<file path="src/rtl/tmds_decoder_if.sv">
// Signal bundle between a channel deserializer and its TMDS decoder.
// The slave modport is the decoder view; master is the deserializer/consumer view.
interface tmds_decoder_if;
    logic [9:0] pi_word;
    logic       pi_word_valid;
    logic [7:0] po_data;
    logic [1:0] po_ctrl;
    logic       po_de;
    logic       po_valid;
    logic       po_locked;
    logic [3:0] po_offset;

    modport master (
        output pi_word,
        output pi_word_valid,
        input  po_data,
        input  po_ctrl,
        input  po_de,
        input  po_valid,
        input  po_locked,
        input  po_offset
    );

    modport slave (
        input  pi_word,
        input  pi_word_valid,
        output po_data,
        output po_ctrl,
        output po_de,
        output po_valid,
        output po_locked,
        output po_offset
    );
endinterface

</file>
<file path="src/rtl/tmds_decoder.sv">
// Per-channel TMDS receive decoder: bit-slip alignment on control tokens,
// then a two-stage pipeline (window select + token match, decode register).
module tmds_decoder #(
    parameter int LOCK_COUNT    = 16,
    parameter int SEARCH_WINDOW = 2048,
    parameter int LOSS_WINDOW   = 2048
) (
    input  logic          pi_clk,
    input  logic          pi_rst,
    tmds_decoder_if.slave bus
);
    localparam int RUN_W    = $clog2(LOCK_COUNT) + 1;
    localparam int IDLE_MAX = (SEARCH_WINDOW > LOSS_WINDOW) ? SEARCH_WINDOW : LOSS_WINDOW;
    localparam int IDLE_W   = $clog2(IDLE_MAX) + 1;

    localparam logic [RUN_W-1:0]  RUN_LIMIT    = RUN_W'(LOCK_COUNT);
    localparam logic [IDLE_W-1:0] SEARCH_LIMIT = IDLE_W'(SEARCH_WINDOW);
    localparam logic [IDLE_W-1:0] LOSS_LIMIT   = IDLE_W'(LOSS_WINDOW);
    localparam logic [3:0]        OFFSET_MAX   = 4'd9;

    typedef enum logic [0:0] {
        ST_SEARCH = 1'b0,
        ST_LOCKED = 1'b1
    } state_t;

    // Returns {is_token, ctrl}; anything that is not one of the four tokens is data.
    function automatic logic [2:0] match_token(input logic [9:0] sym);
        logic [2:0] res;
        case (sym)
            10'b1101010100: res = {1'b1, 2'b00};
            10'b0010101011: res = {1'b1, 2'b01};
            10'b0101010100: res = {1'b1, 2'b10};
            10'b1010101011: res = {1'b1, 2'b11};
            default:        res = {1'b0, 2'b00};
        endcase
        return res;
    endfunction

    function automatic logic [7:0] decode_data(input logic [9:0] sym);
        logic [7:0] d;
        logic [7:0] res;
        d      = sym[9] ? ~sym[7:0] : sym[7:0];
        res    = 8'h00;
        res[0] = d[0];
        for (int i = 1; i < 8; i++) begin
            if (sym[8]) begin
                res[i] = d[i] ^ d[i-1];
            end else begin
                res[i] = ~(d[i] ^ d[i-1]);
            end
        end
        return res;
    endfunction

    state_t              state_q, state_d;
    logic [3:0]          offset_q, offset_d;
    logic [RUN_W-1:0]    run_cnt_q, run_cnt_d;
    logic [IDLE_W-1:0]   idle_cnt_q, idle_cnt_d;
    logic [9:0]          prev_q, prev_d;
    logic [9:0]          s1_sym_q, s1_sym_d;
    logic                s1_tok_q, s1_tok_d;
    logic [1:0]          s1_ctrl_q, s1_ctrl_d;
    logic                s1_valid_q, s1_valid_d;
    logic [7:0]          data_q, data_d;
    logic [1:0]          ctrl_q, ctrl_d;
    logic                de_q, de_d;
    logic                valid_q, valid_d;

    logic [19:0]         win_cat;
    logic [9:0]          win_sym;
    logic [2:0]          win_tok;
    logic [RUN_W-1:0]    run_inc;
    logic [IDLE_W-1:0]   idle_inc;

    // Symbol window straddling the previous and current word at the slip offset.
    always_comb begin
        win_cat  = {bus.pi_word, prev_q};
        win_sym  = 10'(win_cat >> offset_q);
        win_tok  = match_token(win_sym);
        run_inc  = run_cnt_q + RUN_W'(1);
        idle_inc = idle_cnt_q + IDLE_W'(1);
    end

    // Alignment FSM next state and stage-1 capture; matching always uses the old offset.
    always_comb begin
        state_d    = state_q;
        offset_d   = offset_q;
        run_cnt_d  = run_cnt_q;
        idle_cnt_d = idle_cnt_q;
        prev_d     = prev_q;
        s1_sym_d   = s1_sym_q;
        s1_tok_d   = s1_tok_q;
        s1_ctrl_d  = s1_ctrl_q;
        s1_valid_d = 1'b0;
        if (bus.pi_word_valid) begin
            prev_d     = bus.pi_word;
            s1_sym_d   = win_sym;
            s1_tok_d   = win_tok[2];
            s1_ctrl_d  = win_tok[1:0];
            s1_valid_d = (state_q == ST_LOCKED);
            case (state_q)
                ST_SEARCH: begin
                    if (win_tok[2]) begin
                        if (run_inc == RUN_LIMIT) begin
                            state_d    = ST_LOCKED;
                            run_cnt_d  = {RUN_W{1'b0}};
                            idle_cnt_d = {IDLE_W{1'b0}};
                        end else begin
                            run_cnt_d  = run_inc;
                            idle_cnt_d = {IDLE_W{1'b0}};
                        end
                    end else if (idle_inc == SEARCH_LIMIT) begin
                        offset_d   = (offset_q == OFFSET_MAX) ? 4'd0 : offset_q + 4'd1;
                        run_cnt_d  = {RUN_W{1'b0}};
                        idle_cnt_d = {IDLE_W{1'b0}};
                    end else begin
                        run_cnt_d  = {RUN_W{1'b0}};
                        idle_cnt_d = idle_inc;
                    end
                end
                ST_LOCKED: begin
                    if (win_tok[2]) begin
                        idle_cnt_d = {IDLE_W{1'b0}};
                    end else if (idle_inc == LOSS_LIMIT) begin
                        state_d    = ST_SEARCH;
                        run_cnt_d  = {RUN_W{1'b0}};
                        idle_cnt_d = {IDLE_W{1'b0}};
                    end else begin
                        idle_cnt_d = idle_inc;
                    end
                end
                default: begin
                    state_d    = ST_SEARCH;
                    run_cnt_d  = {RUN_W{1'b0}};
                    idle_cnt_d = {IDLE_W{1'b0}};
                end
            endcase
        end else begin
            s1_valid_d = 1'b0;
        end
    end

    // Stage 2: decode only symbols captured while locked; otherwise hold the outputs.
    always_comb begin
        data_d  = data_q;
        ctrl_d  = ctrl_q;
        de_d    = de_q;
        valid_d = s1_valid_q;
        if (s1_valid_q) begin
            if (s1_tok_q) begin
                de_d   = 1'b0;
                ctrl_d = s1_ctrl_q;
            end else begin
                de_d   = 1'b1;
                data_d = decode_data(s1_sym_q);
            end
        end else begin
            valid_d = 1'b0;
        end
    end

    // State, counters and both pipeline stages; reset discards everything in flight.
    always_ff @(posedge pi_clk) begin
        if (pi_rst) begin
            state_q    <= ST_SEARCH;
            offset_q   <= 4'd0;
            run_cnt_q  <= {RUN_W{1'b0}};
            idle_cnt_q <= {IDLE_W{1'b0}};
            prev_q     <= 10'd0;
            s1_sym_q   <= 10'd0;
            s1_tok_q   <= 1'b0;
            s1_ctrl_q  <= 2'b00;
            s1_valid_q <= 1'b0;
            data_q     <= 8'h00;
            ctrl_q     <= 2'b00;
            de_q       <= 1'b0;
            valid_q    <= 1'b0;
        end else begin
            state_q    <= state_d;
            offset_q   <= offset_d;
            run_cnt_q  <= run_cnt_d;
            idle_cnt_q <= idle_cnt_d;
            prev_q     <= prev_d;
            s1_sym_q   <= s1_sym_d;
            s1_tok_q   <= s1_tok_d;
            s1_ctrl_q  <= s1_ctrl_d;
            s1_valid_q <= s1_valid_d;
            data_q     <= data_d;
            ctrl_q     <= ctrl_d;
            de_q       <= de_d;
            valid_q    <= valid_d;
        end
    end

    assign bus.po_data   = data_q;
    assign bus.po_ctrl   = ctrl_q;
    assign bus.po_de     = de_q;
    assign bus.po_valid  = valid_q;
    assign bus.po_locked = (state_q == ST_LOCKED);
    assign bus.po_offset = offset_q;
endmodule

</file>
<file path="src/flat_wrapper.sv">
// flat-port wrapper written by rule: the top's interface ports become plain ports
module tmds_decoder_flat 
#(
    parameter int LOCK_COUNT    = 16,
    parameter int SEARCH_WINDOW = 2048,
    parameter int LOSS_WINDOW   = 2048
)
  (pi_clk, pi_rst, bus_pi_word, bus_pi_word_valid, bus_po_data, bus_po_ctrl, bus_po_de, bus_po_valid, bus_po_locked, bus_po_offset);
  tmds_decoder_if bus_i ();
  input  logic pi_clk;
  input  logic pi_rst;
  input wire logic [$bits(bus_i.pi_word)-1:0] bus_pi_word;
  input wire logic [$bits(bus_i.pi_word_valid)-1:0] bus_pi_word_valid;
  output wire logic [$bits(bus_i.po_data)-1:0] bus_po_data;
  output wire logic [$bits(bus_i.po_ctrl)-1:0] bus_po_ctrl;
  output wire logic [$bits(bus_i.po_de)-1:0] bus_po_de;
  output wire logic [$bits(bus_i.po_valid)-1:0] bus_po_valid;
  output wire logic [$bits(bus_i.po_locked)-1:0] bus_po_locked;
  output wire logic [$bits(bus_i.po_offset)-1:0] bus_po_offset;
  assign bus_i.pi_word = bus_pi_word;
  assign bus_i.pi_word_valid = bus_pi_word_valid;
  assign bus_po_data = bus_i.po_data;
  assign bus_po_ctrl = bus_i.po_ctrl;
  assign bus_po_de = bus_i.po_de;
  assign bus_po_valid = bus_i.po_valid;
  assign bus_po_locked = bus_i.po_locked;
  assign bus_po_offset = bus_i.po_offset;
  tmds_decoder #(.LOCK_COUNT(LOCK_COUNT), .SEARCH_WINDOW(SEARCH_WINDOW), .LOSS_WINDOW(LOSS_WINDOW)) u_core (.pi_clk(pi_clk), .pi_rst(pi_rst), .bus(bus_i));
endmodule
</file>
<file path="config.mk">
export PLATFORM = sky130hd
export DESIGN_NAME = tmds_decoder_flat
export DESIGN_NICKNAME = d
export VERILOG_FILES = /design/src/rtl/tmds_decoder_if.sv /design/src/rtl/tmds_decoder.sv /design/src/flat_wrapper.sv
export SDC_FILE = /design/constraint.sdc
export NUM_CORES = 1
export LEC_CHECK = 0
export BUFFER_PORTS_ARGS = -buffer_cell sky130_fd_sc_hd__buf_2
export CAP_MARGIN = 25
export CORE_MARGIN = 2
export CORE_UTILIZATION = 55
export CTS_CLUSTER_DIAMETER = 100
export DETAILED_ROUTE_END_ITERATION = 16
export PLACE_DENSITY = 0.77
export REMOVE_ABC_BUFFERS = 1
export SLEW_MARGIN = 20
export SYNTH_ARGS = -nofsm -noshare
export SYNTH_HDL_FRONTEND = slang
export SYNTH_SLANG_ARGS = --single-unit
</file>
<file path="constraint.sdc">
create_clock -name pi_clk -period 3.1 [get_ports pi_clk]
set_input_delay 0.31 -clock pi_clk [delete_from_list [all_inputs] [get_ports pi_clk]]
set_output_delay 0.31 -clock pi_clk [all_outputs]
set_load 0.01 [all_outputs]
</file>
==> flow_summary.toml <==
[sta]
fin_crit_ns = 3.028
holdWs_ns = 0.2738
rsz0062_at_grt = "no"
skew_ns = 0.008049
relSlewSlack = 0.3993
slew_viol_final = 0
setup-violations-final = 0
hold_violations = 0
max_freq_ghz = 0.3303
finalCritPeriodShare = 0.9767
max_slew.worst_pin.slew_ns = 0.8977

[route]
drt_iter0_markers = 256
via_count = 3356
wirelength_mm = 9.240
routedWlPerCell_um = 17.70
drc_errors = 0
vias_per_cell = 6.429
dr.pass1.iters = 5
postRouteAntennaNets = 0

[setup_path]
endpoint_kind = "flop"
crit_required_ns = 3.33
crit_fanout = 8
crit_type = "reg -> reg"
reg2reg_depth = 8
start_kind = "flop"
rr_startpoint = "u_core.bus.po_offset[2]"
r2r_slack_ns = 0.07
rr_endpoint = "u_core.bus.po_offset[2]"
startpoint = "u_core.bus.po_offset[2]"
worst_ep_arrival_time_ns = 3.26

[power_and_ir_drop]
power.total_mw = 1.788
p_switching_mw = 0.4355
p_clk_frac = 0.469
pwr_density_cell_nw_per_um2 = 412.5
p_int_mw = 1.353
seq_power_share = 0.438
p_leak_nw = 1.584
vdd_drop_max_mv = 0.2072
comb_power_share = 0.093
switching_share = 0.2435

[cts]
tritoncts = "done"
cts_sinks = 58
hold_buffers = 0
htreeDepth = 3
root_buffer = "clkbuf_8"
clk_latency_ns = 0.34
cts_made_buffers = 9
postCtsSetupBuffers = 0
clockBufferDepth = 2
clk_pin_slew_worst_paths_ns = 0.07

[synthesis]
synth_seq_area_share = 0.3027
yosys_register_bits = 58
synthFlopType = "dfxtp_1"
synth_cell_types = 68
synth_edf_count = 0
avgSynthCellArea_um2 = 9.379
synth_top_area_cell = "dfxtp_1"
synthCells = 409
syn_area_um2 = 3836
synth_top_area_share = 0.3027
async_reset_ff_frac = 0
synth.yosys.warnings = 0
synth_area_leaders = "dfxtp_1 30%, mux4_2 9.4%, mux2i_1 5.0%"

[placement]
place_area_um2 = 4084
place.gp.congestion = 0.9245
hpwlAfterDp_mm = 6.398
io_buffers = 29

[min_path]
whs_path_depth = 3
worstHoldStart = "bus_pi_word[8]"
holdPathEnd = "u_core.prev_q[8]"
hp-class = "in -> reg"

[die]
die_area_um2 = 7659
ioPinCount = 30
die_h_um = 87.52
rows = 30
die-width_um = 87.52
coreArea_um2 = 6756
initial_core_util = 0.5678

[global_route]
antenna_found_initial = 0
grt_pass1_wl_mm = 15.21
grt_overflow = 0
globalRouteTotalUtil = 0.2577
grt_max_degree = 32
grt_pass1_vias = 2952

[cells_and_area]
diodes = 0
area_delta_synth_final_pct = 13.01
fin_area_um2 = 4335
final_core_util = 0.6417
nNetsFinal = 452
drive_above_1_share = 0.2557
n_fill_cell = 564

[status]
status = "finished, final reports clean"

[job]
maxCapViolCount = 0
worst max path at each step:
stage                                    to  slack (ns)  cells past startpoint
floorplan           u_core.bus.po_offset[2]       -0.67                      7
detailed placement     u_core.idle_cnt_q[8]        0.10                      9
CTS                    u_core.idle_cnt_q[8]        0.08                      9
finish              u_core.bus.po_offset[2]        0.07                      8
global route           u_core.idle_cnt_q[8]       0.004                      9
global placement    u_core.bus.po_offset[0]        0.13                      7
worst max-delay path: stages (launching register included):
cell	delay, ns
dfxtp_1	0.47
buf_4	0.23
mux4_2	0.54
mux2_2	0.30
mux2_2	0.31
nand4b_1	0.15
a2111oi_4	0.07
or4_1	0.54
mux2_4	0.31
registers in the layout (all words and copies together) (netlist names), 2 cells and up:
| name | cells |
|---|---|
| u_core.bus.po_ctrl | 2 |
| u_core.s1_sym_q | 10 |
| u_core.bus.po_offset | 4 |
| u_core.bus.po_data | 8 |
| u_core.run_cnt_q | 5 |
| u_core.idle_cnt_q | 12 |
| u_core.prev_q | 10 |
| u_core.s1_ctrl_q | 2 |
repair_timing:
item,in CTS,in global routing
gates resized for setup,0,3
endpoints found under the hold margin,0,0
setup endpoints to repair,0,10
per-layer routing:
| metal | track usage | vias to the layer above | routed length (um) |
|---|---|---|---|
| met5 | 0 | - | 0 |
| met4 | 0.08811 | 0 | 117 |
| met3 | 0.05024 | 8 | 595 |
| met2 | 0.3967 | 146 | 4326 |
| met1 | 0.3637 | 1601 | 4199 |
| li1 | - | 1601 | - |
stage by stage:
step / setup TNS (ns) / cells / worst slack [ns]
after CTS: 0 / 522 / 0.08329
after global routing: 0 / 522 / 0.004081
after floorplan: -7.975 / 377 / -0.6722
final: 0 / 522 / 0.07222
after detailed placement: 0 / 506 / 0.1026
after global placement: 0 / 506 / 0.1313
cells in the mapped netlist (4+ instances only):
master,count
dfxtp_1,58
nor2_1,48
nand2_1,30
a21oi_1,19
mux2i_1,19
mux4_2,16
clkbuf_1,15
nand3_1,14
nor3_1,14
xnor2_1,13
a211oi_1,12
inv_1,11
buf_2,8
mux4_1,6
nand3b_1,6
nand4_1,6
nor2b_1,6
a31oi_1,5
o211ai_1,5
or2_2,5
a22oi_1,4
buf_1,4
mux2_2,4
nand4b_1,4
o21ai_0,4
kinds of logic (layout without fill, tap and decap cells):
logic type               count (synthesis)  after routing  synth area share
AO/OA/AOI/OAI                           86             86            0.1768
XOR/XNOR                                13             13           0.02968
adder cells (fa/ha/maj)                  2              2          0.006522
buffers and inverters                   43             76           0.05577
flip-flops                              58             58            0.3027
multiplexers                            48             48            0.2081
AND/OR/NAND/NOR                        159            159            0.2205
placed cells by master, fill, tap and decap left out, drive strengths merged, types with 3 or more instances in the layout:
master	n
a211oi	12
or3	3
xnor2	13
dfxtp	58
nand2	32
nand3	15
inv	11
o21ai	4
mux2	7
or4	3
nor3	15
nor2b	6
mux4	22
clkbuf	12
nand3b	6
a2111oi	4
nor2	48
a22oi	6
o2bb2ai	3
nand4b	4
o211ai	6
a31o	3
nand4	6
a31oi	5
o21a	3
a211o	3
a21oi	19
buf	49
or2	6
mux2i	19
nor4	3
nand2b	3
power groups by stage:
stage	logic, mW	registers (mW)	clock network (mW)
floorplan	0.103	0.792	0
global placement	0.160	0.798	0
detailed placement	0.162	0.799	0
global route	0.182	0.785	0.895
CTS	0.164	0.783	0.854
finish	0.167	0.783	0.838
final cells by class:
type | count | area (um^2) | area share
multi-input combinational | 308 | 2470 | 0.5697
tap | 80 | 100.1 | 0.02309
clock inverter | 4 | 72.57 | 0.01674
clock buffer | 12 | 165.2 | 0.03810
timing repair buffer | 49 | 324.1 | 0.07475
sequential | 58 | 1162 | 0.2681
inverter | 11 | 41.29 | 0.009524
Power figures use the tool's default switching activity.
